$ cat src/rtl/gun_pkg.sv
// Shared constants and FSM state type for the joystick-to-lightgun converter.
package gun_pkg;

    localparam int unsigned POS_W        = 6;
    localparam int unsigned FRAC_W       = 4;
    localparam int unsigned POS_MAX      = 63;
    localparam int unsigned ACCEL_FRAMES = 8;
    localparam int unsigned ANA_SHIFT    = 3;

    localparam int unsigned ACC_W     = POS_W + FRAC_W;
    localparam int unsigned LEVEL_MAX = 3;
    localparam int unsigned LEVEL_W   = 2;
    localparam int unsigned HOLD_W    = $clog2(ACCEL_FRAMES);
    localparam int unsigned DELTA_W   = FRAC_W + LEVEL_MAX + 2;
    // Two headroom bits: a full accumulator plus the largest step must not wrap.
    localparam int unsigned SUM_W     = ACC_W + 2;

    localparam logic [ACC_W-1:0] ACC_RESET = ACC_W'((POS_MAX / 2) << FRAC_W);
    localparam logic [ACC_W-1:0] ACC_TOP   = ACC_W'((POS_MAX << FRAC_W) | ((1 << FRAC_W) - 1));

    typedef enum logic [1:0] {
        WAIT,
        CALC,
        APPLY
    } gun_state_t;

endpackage

$ cat src/rtl/gun_axis.sv
// One gun axis: hold/acceleration tracking, per-frame delta select and a
// saturating fixed-point position accumulator.
module gun_axis
    import gun_pkg::*;
(
    input  logic             clk_sys,
    input  logic             reset,
    input  logic             calc,
    input  logic             apply,
    input  logic             ana_sel,
    input  logic             dir_neg,
    input  logic             dir_pos,
    input  logic [7:0]       ana,
    output logic [POS_W-1:0] pos,
    output logic             changed_c
);

    localparam logic signed [SUM_W-1:0] SUM_TOP = {{(SUM_W-ACC_W){1'b0}}, ACC_TOP};

    logic [ACC_W-1:0]          acc;
    logic [HOLD_W-1:0]         hold;
    logic [LEVEL_W-1:0]        level;
    logic                      last_neg;
    logic signed [DELTA_W-1:0] delta;

    logic                      single;
    logic [HOLD_W-1:0]         hold_base;
    logic [HOLD_W-1:0]         hold_nxt;
    logic [LEVEL_W-1:0]        level_base;
    logic [LEVEL_W-1:0]        level_nxt;
    logic [DELTA_W-1:0]        mag;
    logic signed [DELTA_W-1:0] ana_ext;
    logic signed [DELTA_W-1:0] delta_nxt;
    logic signed [SUM_W-1:0]   sum;
    logic [ACC_W-1:0]          acc_nxt;

    // Step and acceleration state for the frame latched in CALC.
    always_comb begin
        single     = dir_neg ^ dir_pos;
        hold_base  = hold;
        level_base = level;
        hold_nxt   = '0;
        level_nxt  = '0;
        delta_nxt  = '0;
        ana_ext    = {{(DELTA_W-8){ana[7]}}, ana};
        if (single && (dir_neg != last_neg)) begin
            hold_base  = '0;
            level_base = '0;
        end
        mag = DELTA_W'(1 << FRAC_W) << level_base;
        if (ana_sel) begin
            delta_nxt = ana_ext >>> ANA_SHIFT;
        end else if (single) begin
            delta_nxt = dir_neg ? -mag : mag;
            if (hold_base == HOLD_W'(ACCEL_FRAMES - 1)) begin
                hold_nxt  = '0;
                level_nxt = (level_base == LEVEL_W'(LEVEL_MAX)) ? level_base
                                                                 : level_base + LEVEL_W'(1);
            end else begin
                hold_nxt  = hold_base + HOLD_W'(1);
                level_nxt = level_base;
            end
        end
    end

    // Saturating add; the wide signed sum never wraps.
    always_comb begin
        sum = $signed({{(SUM_W-ACC_W){1'b0}}, acc})
            + $signed({{(SUM_W-DELTA_W){delta[DELTA_W-1]}}, delta});
        if (sum[SUM_W-1]) begin
            acc_nxt = '0;
        end else if (sum > SUM_TOP) begin
            acc_nxt = ACC_TOP;
        end else begin
            acc_nxt = sum[ACC_W-1:0];
        end
        changed_c = apply && (acc_nxt[ACC_W-1:FRAC_W] != acc[ACC_W-1:FRAC_W]);
    end

    always_ff @(posedge clk_sys or posedge reset) begin
        if (reset) begin
            acc      <= ACC_RESET;
            hold     <= '0;
            level    <= '0;
            last_neg <= 1'b0;
            delta    <= '0;
        end else begin
            if (calc) begin
                hold  <= hold_nxt;
                level <= level_nxt;
                delta <= delta_nxt;
                if (single && !ana_sel) begin
                    last_neg <= dir_neg;
                end
            end
            if (apply) begin
                acc <= acc_nxt;
            end
        end
    end

    assign pos = acc[ACC_W-1:FRAC_W];

endmodule

$ cat src/rtl/gun_position.sv
// Joystick (digital pad or analog stick) to Turkey Shoot lightgun coordinates.
// Define GUN_CROSSHAIR_EN to build the plus-shaped crosshair overlay.
module gun_position
    import gun_pkg::*;
(
    input  logic             clk_sys,
    input  logic             reset,
    input  logic             vblank,
    input  logic [3:0]       joy_dir,
    input  logic [7:0]       joy_ana_x,
    input  logic [7:0]       joy_ana_y,
    input  logic             ana_sel,
    input  logic [8:0]       hcnt,
    input  logic [8:0]       vcnt,
    output logic [POS_W-1:0] gun_h,
    output logic [POS_W-1:0] gun_v,
    output logic             moved,
    output logic             crosshair
);

    gun_state_t state;
    gun_state_t state_nxt;

    logic       vblank_d;
    logic       tick_c;
    logic       latch_c;
    logic       calc_c;
    logic       apply_c;
    logic [3:0] dir_q;
    logic [7:0] ana_x_q;
    logic [7:0] ana_y_q;
    logic       ana_sel_q;
    logic       changed_h_c;
    logic       changed_v_c;

    assign tick_c = vblank && !vblank_d;

    always_ff @(posedge clk_sys or posedge reset) begin
        if (reset) begin
            state <= WAIT;
        end else begin
            state <= state_nxt;
        end
    end

    always_comb begin
        state_nxt = state;
        latch_c   = 1'b0;
        calc_c    = 1'b0;
        apply_c   = 1'b0;
        case (state)
            WAIT: begin
                if (tick_c) begin
                    latch_c   = 1'b1;
                    state_nxt = CALC;
                end
            end
            CALC: begin
                calc_c    = 1'b1;
                state_nxt = APPLY;
            end
            APPLY: begin
                apply_c   = 1'b1;
                state_nxt = WAIT;
            end
            default: state_nxt = WAIT;
        endcase
    end

    // Frame inputs are frozen at the tick so CALC sees a consistent snapshot.
    always_ff @(posedge clk_sys or posedge reset) begin
        if (reset) begin
            vblank_d  <= 1'b0;
            dir_q     <= '0;
            ana_x_q   <= '0;
            ana_y_q   <= '0;
            ana_sel_q <= 1'b0;
            moved     <= 1'b0;
        end else begin
            vblank_d <= vblank;
            moved    <= changed_h_c | changed_v_c;
            if (latch_c) begin
                dir_q     <= joy_dir;
                ana_x_q   <= joy_ana_x;
                ana_y_q   <= joy_ana_y;
                ana_sel_q <= ana_sel;
            end
        end
    end

    gun_axis u_axis_h (
        .clk_sys   (clk_sys),
        .reset     (reset),
        .calc      (calc_c),
        .apply     (apply_c),
        .ana_sel   (ana_sel_q),
        .dir_neg   (dir_q[2]),
        .dir_pos   (dir_q[3]),
        .ana       (ana_x_q),
        .pos       (gun_h),
        .changed_c (changed_h_c)
    );

    // Up moves the gun toward row 0.
    gun_axis u_axis_v (
        .clk_sys   (clk_sys),
        .reset     (reset),
        .calc      (calc_c),
        .apply     (apply_c),
        .ana_sel   (ana_sel_q),
        .dir_neg   (dir_q[0]),
        .dir_pos   (dir_q[1]),
        .ana       (ana_y_q),
        .pos       (gun_v),
        .changed_c (changed_v_c)
    );

`ifdef GUN_CROSSHAIR_EN
    logic signed [7:0] dh;
    logic signed [7:0] dv;
    logic              cross_c;
    logic              unused_cnt_lsb;

    assign unused_cnt_lsb = ^{hcnt[1:0], vcnt[1:0]};

    // Plus shape: on the gun column within one row, or on the gun row within one column.
    always_comb begin
        dh      = $signed({1'b0, hcnt[8:2]}) - $signed({2'b00, gun_h});
        dv      = $signed({1'b0, vcnt[8:2]}) - $signed({2'b00, gun_v});
        cross_c = ((dh == 8'sd0) && (dv >= -8'sd1) && (dv <= 8'sd1))
               || ((dv == 8'sd0) && (dh >= -8'sd1) && (dh <= 8'sd1));
    end

    always_ff @(posedge clk_sys or posedge reset) begin
        if (reset) begin
            crosshair <= 1'b0;
        end else begin
            crosshair <= cross_c;
        end
    end
`else
    logic unused_cnt;

    assign unused_cnt = ^{hcnt, vcnt};
    assign crosshair  = 1'b0;
`endif

endmodule

$ cat config.mk
export PLATFORM = sky130hd
export DESIGN_NAME = gun_position
export DESIGN_NICKNAME = d
export VERILOG_FILES = /design/src/rtl/gun_pkg.sv /design/src/rtl/gun_axis.sv /design/src/rtl/gun_position.sv
export SDC_FILE = /design/constraint.sdc
export NUM_CORES = 1
export LEC_CHECK = 0
export ABC_AREA = 1
export BUFFER_PORTS_ARGS = -buffer_cell sky130_fd_sc_hd__clkbuf_2
export CORE_MARGIN = 2
export CORE_UTILIZATION = 59
export CTS_CLUSTER_DIAMETER = 40
export CTS_CLUSTER_SIZE = 30
export DETAILED_ROUTE_END_ITERATION = 7
export PLACE_DENSITY = 0.78
export SLEW_MARGIN = 15
export SYNTH_ARGS = -nofsm -noshare
export SYNTH_HDL_FRONTEND = slang
export SYNTH_SLANG_ARGS = --single-unit
export TNS_END_PERCENT = 30
$ cat constraint.sdc
create_clock -name clk_sys -period 2.6 [get_ports clk_sys]
set_input_delay 0.26 -clock clk_sys [delete_from_list [all_inputs] [get_ports clk_sys]]
set_output_delay 0.26 -clock clk_sys [all_outputs]
set_load 0.05 [all_outputs]
==> results list <==
- Initial antenna violation count: 0
* Cells taking the most area after synthesis: sky130_fd_sc_hd__dfrtp_1, sky130_fd_sc_hd__nand2_1, sky130_fd_sc_hd__ha_1
* EDFF count, synth: 0
- Counting every net in the synthesized netlist gives between 600 and 700.
- Grt total ovfl: 0
- The clock passes through at most 2 buffers.
- Family of cells with the greatest summed delay on the critical path: simple AND/OR/NAND/NOR gates
- The endpoint identified for the worst register-to-register timing path is moved$_DFF_PP0_.
* Total via count in the routed design: ~3800
- Unique masters post-synth: 32
- Data on the critical path is required at its endpoint by 2.84 ns.
- Static timing analysis puts the maximum clock frequency at around 430 MHz.
- Largest net degree at the start of global routing: 70
- Effective utilization at floorplan: around three fifths
- The congestion estimate from routability-driven global placement came to a little under 0.9.
* Buf+Inv Stages, Crit Path: 3
- The number of global-route vias before repair was approximately 3600.
- Setup total negative slack on the finished layout was measured at 0 ns.
- The number of antenna diodes in the final layout is 0.
* DRC violations left: 0
* Most frequent cells in the layout: sky130_fd_sc_hd__nand2_1, sky130_fd_sc_hd__inv_1, sky130_fd_sc_hd__dfrtp_1, sky130_fd_sc_hd__nor2_1, sky130_fd_sc_hd__o21ai_0
- Register clock-pin slew on the reported worst setup and hold paths: around 0.08 ns
- # H-tree levels: 3
* Slowest Stage Delay on Critical Path: 0.39 ns
* Outcome: completed
* Max-cap viol count: 0
* Cell type with the highest aggregate area in the netlist: sky130_fd_sc_hd__dfrtp_1
* Sum of routed wire length over all layers: 8.81 mm
* Cell-by-cell listing of the critical path: ha_2 -> inv_1 -> fa_1 -> inv_1 -> nand3_1 -> nand3_1 -> nand2_1 -> nand3_1 -> nand2_1 -> o21ai_2 -> inv_1 -> nand2_1 -> nand2_1 -> nor2_2 -> nand3_1 -> nand2_1 -> nand2_1
- Crit. path cell count: 17
* Commonest non-fill, non-tap cell in the layout: sky130_fd_sc_hd__nand2_1
- The setup check on the worst reg-to-reg path leaves a slack of roughly 0.28 ns.
- DR pass1 iterations: 6
* Yosys warning total: 0
* First-pass GRT wire length: approximately 16 mm
- Sequential fraction of the synthesis area: around 39%
* Worst max-slew margin expressed relative to the limit: 47.2%
- Number of setup violations in the final report: 0
- The synthesized design contains about 70 register bits.
- From bottom edge to top edge, the die measures roughly 90 um.
* Leakage component of the power: 2.61 nW
* Pwr dens: 1200 nW/um^2
* Total count of max-transition violations in the final report: 0
* TritonCTS clock tree: yes
* Floorplan die area: 8260 sq um
- The worst register-to-register path begins at u_axis_h.delta[0]$_DFFE_PP0P_.
- Final core utilization: between 60% and 70%
- The floorplan step set the die width to 90.9 um.
* Gr usage total: roughly a quarter
- The slowest stage of the critical path is the sky130_fd_sc_hd__fa_1 cell.
- Averaged over all synthesized cells, the footprint is slightly above 7 sq um.
- In the synthesized netlist the async set-or-reset flop fraction comes to 100%.
- Along the worst hold path, the cell count comes to 1.
* Mapped Cells: roughly 610
- Once detailed placement completed, the half-perimeter wirelength came to approximately 6.5 mm.
- In this run the worst hold path is classified as input pin to register.
- In the final layout, the share of cells above drive strength 1 is a little over an eighth.
* Final worst clock skew: slightly below 0.008 ns
* Number of hold violations in the final report: 0
- In this run the clock root is driven by a sky130_fd_sc_hd__clkbuf_8.
- After floorplanning, the core was sized to cover about 7300 sq um.
- During placement, the flow inserted port buffers numbering 30.
* Worst supply voltage drop on vdd: about 480 uV
- Number of nets with antenna violations after routing: 0
* Minimum clock period after layout: approximately 2.3 ns
* Setup Fix Bufs, Post-CTS: 0
- Depth of the worst register-to-register path: 17
- In this run the worst setup path terminates at moved$_DFF_PP0_.
- Source-to-sink clock delay at the later pin of the worst-skew pair: roughly 0.35 ns
* Post-layout net count: 711
- Number of vias per cell after detailed routing: just over 5
- Relative to the synthesized area, the layout overhead comes to 10.8%.
* Total clock buffers created by CTS: 9
- Dividing the detail-routed wire length by the instance count gives between 10 and 15 um.
* Number of clock sinks: 69
- Fill cells in the final layout number 644.
- The detailed router finished its first iteration with 182 violations.
- The worst setup path is captured at a register.
- Setup repair after global routing left no endpoint under its margin.
- Of the available clock period, the critical path in the final layout requires between 80% and 90%.
- Top fanout value on the critical path: 3
- Site Rows: 31
- Top_reg_cell synth: sky130_fd_sc_hd__dfrtp_1
- First element of the critical path: u_axis_h.delta[0]$_DFFE_PP0P_
- The worst setup path is launched from a register.
* Crit Path Class: register to register
- Arr. time, crit path: about 2.6 ns
- Dominant cell type by count on the critical path: sky130_fd_sc_hd__nand2_1
- After synthesis, the largest area contributor takes up between 30% and 40% of total cell area.
- Worst Max-Slew Pin Slew: between 0.7 and 0.8 ns
- Cell area after technology mapping: 4450 sq um
- I/O pin total: 56
## what timing repair did
action / in CTS / in global routing
hold buffers: 1 / 0
hold endpoints to repair: 59 / 0
endpoints found under the setup margin: 0 / 1
gates resized for setup: 0 / 12
## cell type report
type / count / area (sq um) / share of cell area (%)
multi-input combinational: 448 / 2340 / 47.4
clock buffer: 11 / 141 / 2.87
tap: 99 / 124 / 2.51
inverter: 71 / 267 / 5.40
clock inverter: 5 / 83.8 / 1.70
timing repair buffer: 40 / 240 / 4.87
sequential: 69 / 1740 / 35.3
## synthesized netlist by cell type, types with 6 or more instances
| master | count |
|---|---|
| sky130_fd_sc_hd__dfstp_2 | 10 |
| sky130_fd_sc_hd__nand2_1 | 203 |
| sky130_fd_sc_hd__nand2_2 | 8 |
| sky130_fd_sc_hd__nor2_1 | 59 |
| sky130_fd_sc_hd__nand3b_1 | 8 |
| sky130_fd_sc_hd__xor2_1 | 11 |
| sky130_fd_sc_hd__dfrtp_1 | 59 |
| sky130_fd_sc_hd__o21ai_0 | 47 |
| sky130_fd_sc_hd__clkbuf_1 | 9 |
| sky130_fd_sc_hd__ha_1 | 28 |
| sky130_fd_sc_hd__inv_1 | 69 |
| sky130_fd_sc_hd__o21bai_1 | 6 |
| sky130_fd_sc_hd__a21oi_1 | 25 |
| sky130_fd_sc_hd__buf_4 | 14 |
| sky130_fd_sc_hd__nand3_1 | 26 |
## kinds of logic (layout without fill, tap and decap cells)
logic type	after synthesis	after routing	share of synthesized area (%)
AOI/OAI and AO/OA	86	86	10.4
xor gates and xnor gates	14	14	2.75
adders and majority gates	30	30	8.77
buffers and inverters	95	127	9.36
other	1	1	0.0842
and+or+nand+nor	317	317	29.6
DFF	69	69	39.1
## how the worst min path moves through the flow
| stage | startpoint | endpoint |
|---|---|---|
| 2_1_floorplan | vblank | vblank_d$_DFF_PP0_ |
| 3_3_place_gp | reset | u_axis_h.acc[9]$_DFFE_PP0P_ |
| 3_5_place_dp | reset | moved$_DFF_PP0_ |
| 4_1_cts | vblank | vblank_d$_DFF_PP0_ |
| 5_1_grt | vblank | vblank_d$_DFF_PP0_ |
| 6_report | vblank | vblank_d$_DFF_PP0_ |
## registers in the layout, indices dropped and copies added, names as in the netlist, 3 cells and up
signal	flops
u_axis_h.hold	3
u_axis_v.delta	9
ana_y_q	5
u_axis_v.hold	3
dir_q	4
u_axis_h.acc	10
u_axis_h.delta	9
u_axis_v.acc	10
ana_x_q	5
## power breakdown
part	total, mW	switching (mW)	internal [mW]
logic	3.22	2.08	1.14
registers	1.68	0.268	1.41
clock network	1.00	0.433	0.568
total	5.90	2.78	3.12
## routing by layer
| metal | track usage [%] | share of wire [%] | vias to the layer above |
|---|---|---|---|
| met1 | 33.0 | 50 | 1745 |
| met5 | 0 | 0 | - |
| met4 | 7.45 | 0.99 | 0 |
| met2 | 39.1 | 45 | 77 |
| li1 | - | - | 1991 |
| met3 | 3.09 | 4.2 | 6 |
## per-stage QoR
step	hold slack, ns	setup WS [ns]	instance area (sq um)	instances	power, mW
after floorplan	0.291	0.483	4450	612	4.32
after global placement	0.339	0.192	4660	726	4.72
after detailed placement	0.342	0.128	4660	726	4.82
after CTS	0.0299	0.109	4900	743	5.84
after global routing	0.0400	0.0139	4930	743	6.51
final	0.0418	0.280	4930	743	5.90
(Power assumes the default switching activity.)
